### src/rtl/regfile_bank8_pkg.sv
// Shared constants and helpers for the 8-entry writeback register bank.
// Also used by the write-select decoder and the writeback stage.
package regfile_bank8_pkg;

    localparam int NUM_REGS      = 8;
    localparam int REG_ADDR_W    = 3;
    localparam int DEFAULT_WIDTH = 32;

    function automatic logic is_onehot8(input logic [7:0] sel);
        return (sel != 8'h00) && ((sel & (sel - 8'h01)) == 8'h00);
    endfunction

endpackage

### src/rtl/regfile_read_mux.sv
// One combinational read port: array select, same-cycle bypass, reg0 forcing.
module regfile_read_mux
    import regfile_bank8_pkg::*;
#(
    parameter int WIDTH     = DEFAULT_WIDTH,
    parameter int ZERO_REG0 = 1,
    parameter int BYPASS    = 1
) (
    input  logic [REG_ADDR_W-1:0]           addr,
    input  logic [NUM_REGS-1:0][WIDTH-1:0]  regs,
    input  logic [NUM_REGS-1:0]             byp_sel,
    input  logic [WIDTH-1:0]                byp_data,
    output logic [WIDTH-1:0]                data
);

    // byp_sel only carries committed writes, so illegal selects never reach here
    always_comb begin
        data = regs[addr];
        if (BYPASS != 0 && byp_sel[addr]) begin
            data = byp_data;
        end
        if (ZERO_REG0 != 0 && addr == '0) begin
            data = '0;
        end
    end

endmodule

### src/rtl/regfile_bank8.sv
// 8-entry register bank fed by a one-hot write select, with two async
// read ports, write-to-read bypass, sticky illegal-select flag and write counter.
module regfile_bank8
    import regfile_bank8_pkg::*;
#(
    parameter int WIDTH     = DEFAULT_WIDTH,
    parameter int ZERO_REG0 = 1,
    parameter int BYPASS    = 1
) (
    input  logic                  clock,
    input  logic                  ctrl_reset,
    input  logic [NUM_REGS-1:0]   write_sel,
    input  logic [WIDTH-1:0]      data_write,
    input  logic [REG_ADDR_W-1:0] read_addr_a,
    input  logic [REG_ADDR_W-1:0] read_addr_b,
    output logic [WIDTH-1:0]      data_read_a,
    output logic [WIDTH-1:0]      data_read_b,
    output logic                  write_sel_err,
    output logic [7:0]            write_count
);

    logic [NUM_REGS-1:0][WIDTH-1:0] regs;
    logic                           legal;
    logic                           illegal;
    logic                           discard;
    logic                           commit;
    logic [NUM_REGS-1:0]            commit_sel;

    // A write in flight while reset is held is dropped, including its bypass
    always_comb begin
        legal      = is_onehot8(write_sel);
        illegal    = (write_sel != '0) && !legal;
        discard    = (ZERO_REG0 != 0) && (write_sel == 8'h01);
        commit     = legal && !discard && !ctrl_reset;
        commit_sel = commit ? write_sel : '0;
    end

    always_ff @(posedge clock or posedge ctrl_reset) begin
        if (ctrl_reset) begin
            regs          <= '0;
            write_sel_err <= 1'b0;
            write_count   <= 8'h00;
        end else begin
            for (int i = 0; i < NUM_REGS; i++) begin
                if (commit_sel[i]) begin
                    regs[i] <= data_write;
                end
            end
            if (commit) begin
                write_count <= write_count + 8'h01;
            end
            if (illegal) begin
                write_sel_err <= 1'b1;
            end
        end
    end

    regfile_read_mux #(
        .WIDTH     (WIDTH),
        .ZERO_REG0 (ZERO_REG0),
        .BYPASS    (BYPASS)
    ) u_read_a (
        .addr     (read_addr_a),
        .regs     (regs),
        .byp_sel  (commit_sel),
        .byp_data (data_write),
        .data     (data_read_a)
    );

    regfile_read_mux #(
        .WIDTH     (WIDTH),
        .ZERO_REG0 (ZERO_REG0),
        .BYPASS    (BYPASS)
    ) u_read_b (
        .addr     (read_addr_b),
        .regs     (regs),
        .byp_sel  (commit_sel),
        .byp_data (data_write),
        .data     (data_read_b)
    );

endmodule

### config.mk
export PLATFORM = sky130hd
export DESIGN_NAME = regfile_bank8
export DESIGN_NICKNAME = d
export VERILOG_FILES = /design/src/rtl/regfile_bank8_pkg.sv /design/src/rtl/regfile_read_mux.sv /design/src/rtl/regfile_bank8.sv
export SDC_FILE = /design/constraint.sdc
export NUM_CORES = 1
export LEC_CHECK = 0
export BUFFER_PORTS_ARGS = -buffer_cell sky130_fd_sc_hd__buf_2
export CAP_MARGIN = 20
export CORE_MARGIN = 2
export CORE_UTILIZATION = 60
export CTS_CLUSTER_DIAMETER = 40
export DETAILED_ROUTE_END_ITERATION = 12
export GPL_TIMING_DRIVEN = 0
export PLACE_DENSITY = 0.9
export SYNTH_ARGS = -nofsm -noshare
export SYNTH_HDL_FRONTEND = slang
export SYNTH_HIERARCHICAL = 1
export SYNTH_SLANG_ARGS = --single-unit
### constraint.sdc
create_clock -name clock -period 11 [get_ports clock]
set_input_delay 2.75 -clock clock [delete_from_list [all_inputs] [get_ports clock]]
set_output_delay 2.75 -clock clock [all_outputs]
set_load 0.005 [all_outputs]
# --- Word-level counts from Yosys, hierarchy flattened ---
# Cells that the tools add are included.
totals:
  reg_bits: 265
  out_inout_bits: 73
  wordCells: 40
op_classes:
  n_addsub: 2
  order_cmp: 2
  eq_ne: 1
  mux: 13
  n_bitwise: 1
  n_reduce_logical: 11
ops:
  columns: ["operator", "count"]
  rows:
  - ["32-bit binary-select mux with 3-bit select", 2]
  - ["32-bit 2-to-1 mux", 6]
  - ["8-bit by 1-bit adder with 8-bit output (second input constant)", 1]
  - ["8-bit AND", 1]
  - ["8-bit by 1-bit == test with 1-bit output (second input constant)", 1]
  - ["8-bit logical NOT", 1]
  - ["3-bit by 4-bit less-than comparator with 1-bit output (second input constant)", 2]
  - ["8-bit 2-to-1 mux", 1]
  - ["8-bit nonzero test", 1]
  - ["8-bit by 1-bit subtractor with 8-bit output (second input constant)", 1]
  - ["1-bit binary-select mux with 3-bit select", 2]
  - ["3-bit logical NOT", 2]
  - ["1-bit logical AND", 4]
  - ["1-bit logical NOT", 3]
  - ["1-bit 2-to-1 mux", 2]

# --- Depth between registers and ports, before layout ---
# Gate-level depths: netlist of the first run.
depth:
  word_depth: 11
  mapped_depth: 13
  depth_no_buf: 9

# --- Modules after synthesis ---
# The synthesis of the first run kept the hierarchy.
modules_own_cells:
  columns: ["module", "instances", "cells_per_inst", "area_per_inst_um2", "seq_area_each_um2"]
  rows:
  - ["regfile_bank8", 1, 605, 10199.8, 6631.4]
  - ["regfile_read_mux", 2, 308, 2048.2, 0.0]

# --- Least setup slack after synthesis of the first run ---
# Ideal clock, no wire load.
synth_path:
  path_kind: "input to output"
  start: "input port write_sel[0]"
  end: "output port data_read_a[10]"
  arrival_ns: 5.481
  required_time_ns: 8.250
  setup_slack_ns: 2.769
  path_stages: 13
  n_path_buf: 4
  cell_sequence: "or4_4 a2111oi_4 a211oi_2 or4b_1 buf_2 buf_6 inv_1 mux4_1 mux2_4 buf_6 clkbuf_1 nand2_1 a21oi_1"
synth_via:
  elab_chain_len: 11
  word_cells_on_any_way: 14
  classes_between: "add/sub (1); eq/ne (1); mux (5); bitwise (1); reduce/logical (6)"
synth_lines:
  columns: ["element", "line_no", "text"]
  rows:
  - ["start, declared", "regfile_bank8.sv:12", "input logic [NUM_REGS-1:0] write_sel,"]
  - ["8-bit by 1-bit subtractor with 8-bit output", "regfile_bank8_pkg.sv:10", "return (sel != 8'h00) && ((sel & (sel - 8'h01)) == 8'h00);"]
  - ["8-bit AND", "regfile_bank8_pkg.sv:10", null]
  - ["8-bit logical NOT", "regfile_bank8_pkg.sv:10", null]
  - ["1-bit logical AND", "regfile_bank8_pkg.sv:10", null]
  - ["1-bit logical AND * (2 in a row)", "regfile_bank8.sv:34", "commit = legal && !discard && !ctrl_reset;"]
  - ["8-bit 2-to-1 mux *", "regfile_bank8.sv:35", "commit_sel = commit ? write_sel : '0;"]
  - ["via commit_sel[2]", "regfile_bank8.sv:27", "logic [NUM_REGS-1:0] commit_sel;"]
  - ["1-bit binary-select mux with 3-bit select *", "regfile_read_mux.sv:19", "if (BYPASS != 0 && byp_sel[addr]) begin"]
  - ["1-bit 2-to-1 mux (not written as such) *", "regfile_read_mux.sv:19", null]
  - ["32-bit 2-to-1 mux *", "regfile_read_mux.sv:19", null]
  - ["32-bit 2-to-1 mux *", "regfile_read_mux.sv:22", "if (ZERO_REG0 != 0 && addr == '0) begin"]
  - ["end, declared", "regfile_bank8.sv:16", "output logic [WIDTH-1:0] data_read_a,"]
# The timed path passes the listed nets; every way through them passes the cells marked *. The select of a mux whose other input is x is not followed.

# --- Final worst setup path of the first run ---
layout_path:
  start: "input port write_sel[1]"
  end: "output port data_read_a[10]"
# The elaborated chain is that of the path after synthesis.

==> out/qor.log, run 1 <==
[run_status] run status finished, final reports clean
[routing] number of vias per cell after detailed routing 7.270
[routing] number of detailed-route iterations in the first pass 8
[critical_path] delay of the slowest critical-path stage 0.66 ns
[timing] period utilization 87.91%
[clocking] CTS buffer count 36
[place] pre-CTS worst setup slack 1.527 ns
[grt] maximum number of pins on one net before global-route repair 133
[final_layout] number of filler instances in the final layout 1402
[power] P per Cell Area 167.7 nW/um^2
[timing] unrepaired setup endpoints after global routing false
[floorplanning] starting utilization of the core area 61.29%
[floorplanning] Die ar. 23500 um^2
[timing] Fin Clk Skew 0.006004 ns
[timing] Rel. slew slack 37.04%
[grt] aggregate global routing overflow 0
[critical_path] required time reported for the critical path endpoint 8.25 ns
[critical_path] reg-to-reg critical path startpoint write_count[4]$_DFFE_PP0P_
[floorplanning] Die Width 153.3 um
[critical_path] Critical Path Sink data_read_a[10]
[min_path] start point of the worst hold path write_count[7]$_DFFE_PP0P_
[logic_synthesis] gate count of the mapped netlist 1157
[logic_synthesis] cell area after synthesis 13380 um^2
[critical_path] critical path arrival 6.92 ns
[clocking] clock latency on the worst-skew pair 0.53 ns
[timing] total count of hold-check failures in the final report 0
[critical_path] Top delay family on crit path buffers and inverters
[logic_synthesis] synthesized area divided by synthesized cell count 11.56 um^2
[grt] overall global routing resource usage 36.33%
[critical_path] maximum net fanout on the critical path 11
[min_path] worst min path class reg -> reg
[timing] setup TNS 0 ns
[logic_synthesis] synthesis warning total 6
[critical_path] register-to-register setup slack 9.74 ns
[final_layout] Synth-to-Final Area Change 17.13%
[floorplanning] y dimension of the die 153.3 um
[critical_path] Worst Path Buf+Inv 6
[place] cell count after placement 1557
[timing] shortest clock period the worst path allows after layout 9.671 ns
[routing] mean routed wirelength per cell 26.94 um
[timing] number of failing setup endpoints in the final timing report 0
[grt] initial antenna violation count 2
[final_layout] fraction of layout cells with a size suffix above 1 37.75%
[floorplanning] num rows 54
[timing] Worst-Margin Slew 0.9444 ns
[critical_path] Critical Path Slowest Stage Cell clkbuf_1
[final_layout] area taken by flip-flops and latches 5831 um^2
[job] maxcap violations 0
[place] Buffers on Ports 118
[final_layout] nets 1364
[clocking] number of buffers inserted by post-CTS setup repair 0
[clocking] CTS HTree Levels 2
[clocking] count of instances resized after the clock tree is built 0
[critical_path] Setup crit start write_sel[1]
[clocking] count of clock tree sinks 233
[floorplanning] count of boundary I/O pins 121
[critical_path] worst flop-to-flop path endpoint write_count[6]$_DFFE_PP0P_
[critical_path] worst setup path class in -> out
[critical_path] CP endpoint kind output pin
[grt] global-route wire length before repair 67190 um
[clocking] number of hold buffers added after CTS 0
[critical_path] number of logic stages on the critical path including buffering 13
[clocking] buffer depth of the longest clock path 3
[routing] total via count after detailed routing 11810
[critical_path] CP Cell Sequence buf_2 > or4_4 > nor2_1 > and4b_1 > clkbuf_1 > clkbuf_1 > mux4_1 > mux2_4 > buf_6 > clkbuf_1 > nand2_1 > a21oi_1 > buf_2
[final_layout] final instance count without filler cells 1625
[routing] post-route DRC violation count 0
[clocking] TritonCTS clock tree yes
[routing] drt initial violations 1869
[timing] least setup slack across all paths after layout 1.329 ns
[power] Peak supply drop 0.1497 mV
[place] Routability Congestion 0.9440
[place] half-perimeter wire length after detailed placement 26640 um
[timing] Final Max Slew Viols 0
[final_layout] end-of-flow core utilization 71.79%
[critical_path] Most common cell on crit path clkbuf_1
[floorplanning] placeable core area 21820 um^2
[routing] number of nets with antenna violations after routing 0
[clocking] Clock Pin Slew Worst Setup and Hold Paths 0.05 ns
[critical_path] cell count of the worst reg-to-reg path 4
[power] total leakage power 7.751 nW
[timing] Max Freq 103.4 MHz
[final_layout] area of the multi-input gates 7010 um^2
[routing] routed wire length 43770 um
[critical_path] Critical Path Source Type input pin
[clocking] clock root buffer clkbuf_16
[grt] via count of the first global-routing pass 12010
final cells by class:
class                           instances  share of cell area, %
Sequential cell                       233                  37.22
Inverter                                5                 0.1677
Timing Repair Buffer                  119                  3.945
Buffer                                111                  3.314
Tap cell                              280                  2.236
Clock buffer                           45                  6.357
Antenna cell                            2                0.03195
Multi-Input combinational cell        809                  44.75
Clock inverter                         21                  1.981
registers in the layout, indices dropped and copies added, names as in the netlist:
signal / cells
regs: 224
write_count: 8
write_sel_err: 1
per-stage QoR:
stage / total power, mW / hold slack, ns / instance area (um^2)
after global placement: 1.344 / 0.4569 / 14320
after CTS: 2.612 / 0.4724 / 15660
final: 2.628 / 0.4720 / 15670
after floorplan: 1.230 / 0.4641 / 13380
after detailed placement: 1.364 / 0.4657 / 14360
after global routing: 2.691 / 0.5015 / 15670
layout by cell type, fill, tap and decap left out, types with 3 or more instances in the layout:
cell         n
mux4_1       4
o22ai_1     63
nor4_1       6
o22a_1      62
clkbuf_8     4
mux2_4      91
clkbuf_2     4
clkbuf_1    84
or4b_1       3
nor4b_1      3
nor2_1      68
mux2_2     200
buf_6       11
clkinv_4     4
a21oi_1     63
or4_1       62
buf_2      130
dfrtp_1    233
bufinv_16    6
inv_6        6
nand3_1      5
nand2_1     70
nor3_1       3
xor2_1       7
buf_1        4
inv_8        3
nand3b_1     6
inv_1        4
clkbuf_16   37
o32ai_1     62
worst min path at each step:
stage / to / slack [ns] / cells past startpoint
global route: write_count[4]$_DFFE_PP0P_ / 0.50 / 1
CTS: write_count[7]$_DFFE_PP0P_ / 0.47 / 1
detailed placement: write_count[7]$_DFFE_PP0P_ / 0.47 / 1
finish: write_count[7]$_DFFE_PP0P_ / 0.47 / 1
floorplan: write_sel_err$_DFFE_PP0P_ / 0.46 / 1
global placement: write_sel_err$_DFFE_PP0P_ / 0.46 / 1
worst register-to-register path: stages, from the launching register on:
cell and delay, ns:
dfrtp_1 0.38, nor2b_1 0.18, nand3_1 0.13, nor4_1 0.33
xor2_1 0.17
power by group:
| group | internal [mW] | switching [mW] | total [mW] |
|---|---|---|---|
| Clock | 0.796 | 0.458 | 1.25 |
| Combinational | 0.183 | 0.195 | 0.378 |
| Sequential | 0.929 | 0.0670 | 0.996 |
per-layer routing:
layer	share of wire (%)	track usage (%)	vias up	routed length, um
li1	-	-	4761	-
met1	35	47.00	5637	15390
met2	43	54.38	1091	18840
met3	14	11.23	324	6288
met4	7.4	20.55	0	3259
met5	0	0	-	0
Power figures use the tool's default switching activity.
==> run 2, diff against run 1 <==
--- a/config.mk
+++ b/config.mk
@@ -13,6 +13,7 @@
 export DETAILED_ROUTE_END_ITERATION = 12
 export GPL_TIMING_DRIVEN = 0
 export PLACE_DENSITY = 0.9
+export RECOVER_POWER = 50
 export SYNTH_ARGS = -nofsm -noshare
 export SYNTH_HDL_FRONTEND = slang
 export SYNTH_HIERARCHICAL = 1
==> out/qor.log, run 2 (synthesized netlist as in run 1, its figures left out) <==
[clocking] number of buffers inserted by post-CTS setup repair 0 [unchanged]
[critical_path] Critical Path Source Type input pin
[final_layout] final instance count without filler cells 1625 [unchanged]
[power] total leakage power 7.715 nW [-0.46%]
[critical_path] delay of the slowest critical-path stage 0.61 ns [-0.05 ns]
[critical_path] register-to-register setup slack 9.75 ns [about the same]
[routing] mean routed wirelength per cell 26.96 um [about the same]
[final_layout] register containing the most flip-flops in the final layout regs
[critical_path] Most common cell on crit path clkbuf_1
[min_path] worst min path class reg -> reg
[final_layout] number of flip-flops under the largest register name 224 [unchanged]
[final_layout] Largest regs regs (224), write_count (8), write_sel_err (1)
[place] pre-CTS worst setup slack 1.527 ns [unchanged]
[grt] global-route wire length before repair 67190 um [unchanged]
[timing] Fin Clk Skew 0.006338 ns [+0.0003340 ns]
[timing] Worst-Margin Slew 4.526 ns [+3.582 ns]
[final_layout] Synth-to-Final Area Change 16.64%
[critical_path] required time reported for the critical path endpoint 8.25 ns [about the same]
[final_layout] commonest cells after routing, fill and taps aside 233 x dfrtp_1, 200 x mux2_2, 123 x buf_2, 91 x clkbuf_1, 91 x mux2_4
[routing] number of detailed-route iterations in the first pass 7 [-1]
[routing] number of vias per cell after detailed routing 7.288 [+0.25%]
[grt] initial antenna violation count 2 [unchanged]
[power] P per Cell Area 168.2 nW/um^2 [+0.26%]
[clocking] clock root buffer clkbuf_16
[grt] aggregate global routing overflow 0 [unchanged]
[critical_path] worst flop-to-flop path endpoint write_count[6]$_DFFE_PP0P_
[grt] via count of the first global-routing pass 12010 [unchanged]
[clocking] TritonCTS clock tree yes
[floorplanning] count of boundary I/O pins 121 [unchanged]
[routing] post-route DRC violation count 0 [unchanged]
[final_layout] commonest non-fill, non-tap cell in the layout dfrtp_1
[place] cell count after placement 1557 [unchanged]
[grt] overall global routing resource usage 36.33% [unchanged]
[routing] routed wire length 43810 um [about the same]
[clocking] Clock Pin Slew Worst Setup and Hold Paths 0.05 ns [about the same]
[place] Routability Congestion 0.9440 [unchanged]
[floorplanning] y dimension of the die 153.3 um [unchanged]
[clocking] buffer depth of the longest clock path 3 [unchanged]
[critical_path] reg-to-reg critical path startpoint write_count[4]$_DFFE_PP0P_
[floorplanning] starting utilization of the core area 61.29% [unchanged]
[critical_path] maximum net fanout on the critical path 10 [-1]
[timing] Rel. slew slack -203.4% [-240 points]
[place] half-perimeter wire length after detailed placement 26640 um [unchanged]
[run_status] failing checks capacitance limit, slew limit
[clocking] count of clock tree sinks 233 [unchanged]
[critical_path] cell count of the worst reg-to-reg path 4 [unchanged]
[timing] shortest clock period the worst path allows after layout 9.816 ns [+0.1450 ns]
[final_layout] number of filler instances in the final layout 1415 [+0.93%]
[floorplanning] Die Width 153.3 um [unchanged]
[clocking] number of hold buffers added after CTS 0 [unchanged]
[critical_path] CP Cell Sequence clkbuf_1 > or4_1 > a2111oi_0 > a211oi_1 > or4b_1 > clkbuf_1 > buf_6 > inv_1 > mux4_1 > mux2_4 > buf_6 > clkbuf_1 > nand2_1 > a21oi_1 > buf_2
[timing] setup TNS 0 ns [unchanged]
[routing] total via count after detailed routing 11840 [+0.25%]
[timing] Max Freq 101.9 MHz [-1.5%]
[timing] period utilization 89.23% [+1.3 points]
[routing] drt initial violations 1959 [+4.8%]
[critical_path] worst setup path class in -> out
[floorplanning] placeable core area 21820 um^2 [unchanged]
[timing] Final Max Slew Viols 236 [+236]
[timing] least setup slack across all paths after layout 1.184 ns [-0.1450 ns]
[routing] number of nets with antenna violations after routing 0 [unchanged]
[clocking] CTS HTree Levels 2 [unchanged]
[timing] unrepaired setup endpoints after global routing false
[critical_path] critical path arrival 7.07 ns [+0.15 ns]
[clocking] clock latency on the worst-skew pair 0.53 ns [about the same]
[critical_path] Critical Path Slowest Stage Cell or4_1
[floorplanning] num rows 54 [unchanged]
[final_layout] area of the multi-input gates 6983 um^2 [-0.39%]
[final_layout] nets 1364 [unchanged]
[clocking] count of instances resized after the clock tree is built 0 [unchanged]
[grt] maximum number of pins on one net before global-route repair 133 [unchanged]
[place] Buffers on Ports 118 [unchanged]
[clocking] CTS buffer count 36 [unchanged]
[timing] number of failing setup endpoints in the final timing report 0 [unchanged]
[run_status] run status finished with violations
[min_path] Hold Crit Depth 1 [unchanged]
[final_layout] area taken by flip-flops and latches 5831 um^2 [unchanged]
[min_path] Min-Delay Endpoint write_count[7]$_DFFE_PP0P_
[critical_path] CP endpoint kind output pin
[floorplanning] Die ar. 23500 um^2 [unchanged]
[timing] total count of hold-check failures in the final report 0 [unchanged]
[power] Peak supply drop 0.1496 mV [about the same]
[final_layout] fraction of layout cells with a size suffix above 1 37.01% [-0.74 points]
[job] maxcap violations 2 [+2]
[min_path] start point of the worst hold path write_count[7]$_DFFE_PP0P_
==> run 2: cell count changes in the layout (fill, tap and decap cells not counted), sizes merged <==
cell / change
buf: -8
clkbuf: +8
clkinvlp: +1
inv: -1
==> run 2: worst max path at each step <==
stage                       from                     to  slack (ns)  cells past startpoint
floorplan             ctrl_reset  regs[100]$_DFFE_PP0P_        1.67                      2
global placement      ctrl_reset  regs[238]$_DFFE_PP0P_       -0.87                      3
detailed placement  write_sel[1]        data_read_a[10]        1.53                     13
CTS                 write_sel[1]         data_read_a[8]        1.52                     13
global route        write_sel[1]        data_read_a[10]        0.97                     15
finish              write_sel[1]         data_read_a[8]        1.18                     15
==> run 2: layout make-up <==
cell class	instances	share of cell area [%]
diodes	2	0.03208
plain buffers	111	3.304
clock buffers	45	6.384
clock inverters	21	1.989
inverters	5	0.1283
multi-input cells	809	44.76
flip-flops and latches	233	37.37
well taps	280	2.246
repair buffers	119	3.785
==> run 2: per-layer routing <==
layer / wire, um / global-route usage [%] / vias to the layer above
met1: 15630 / 47.00 / 5656
met4: 2886 / 20.55 / 0
met3: 6300 / 11.23 / 310
met2: 19000 / 54.38 / 1115
met5: 0 / 0 / -
li1: - / - / 4762
==> run 2: stage by stage <==
step           hold WS, ns  power [mW]  utilization (%)  cell area [um^2]
2_1_floorplan       0.4641       1.230                -             13380
3_3_place_gp        0.4569       1.344            65.62             14320
3_5_place_dp        0.4657       1.364            65.78             14360
4_1_cts             0.4724       2.612            71.76             15660
5_1_grt             0.5015       2.689            71.49             15600
6_report            0.4737       2.624            71.49             15600
==> run 2: critical path: cells and delay by family <==
family,cells,cell delay [ns]
AND/OR/NAND/NOR,3,1.29
AO/OA/AOI/OAI,3,0.71
buffers and inverters,7,1.75
multiplexers,2,0.53
==> run 2: where the power goes <==
part           switching [mW]  internal, mW  total (mW)  leakage [nW]
combinational           0.194         0.181       0.376          3.91
sequential             0.0668         0.929       0.996          3.18
clock                   0.456         0.796        1.25         0.634
total                   0.716          1.91        2.62          7.72
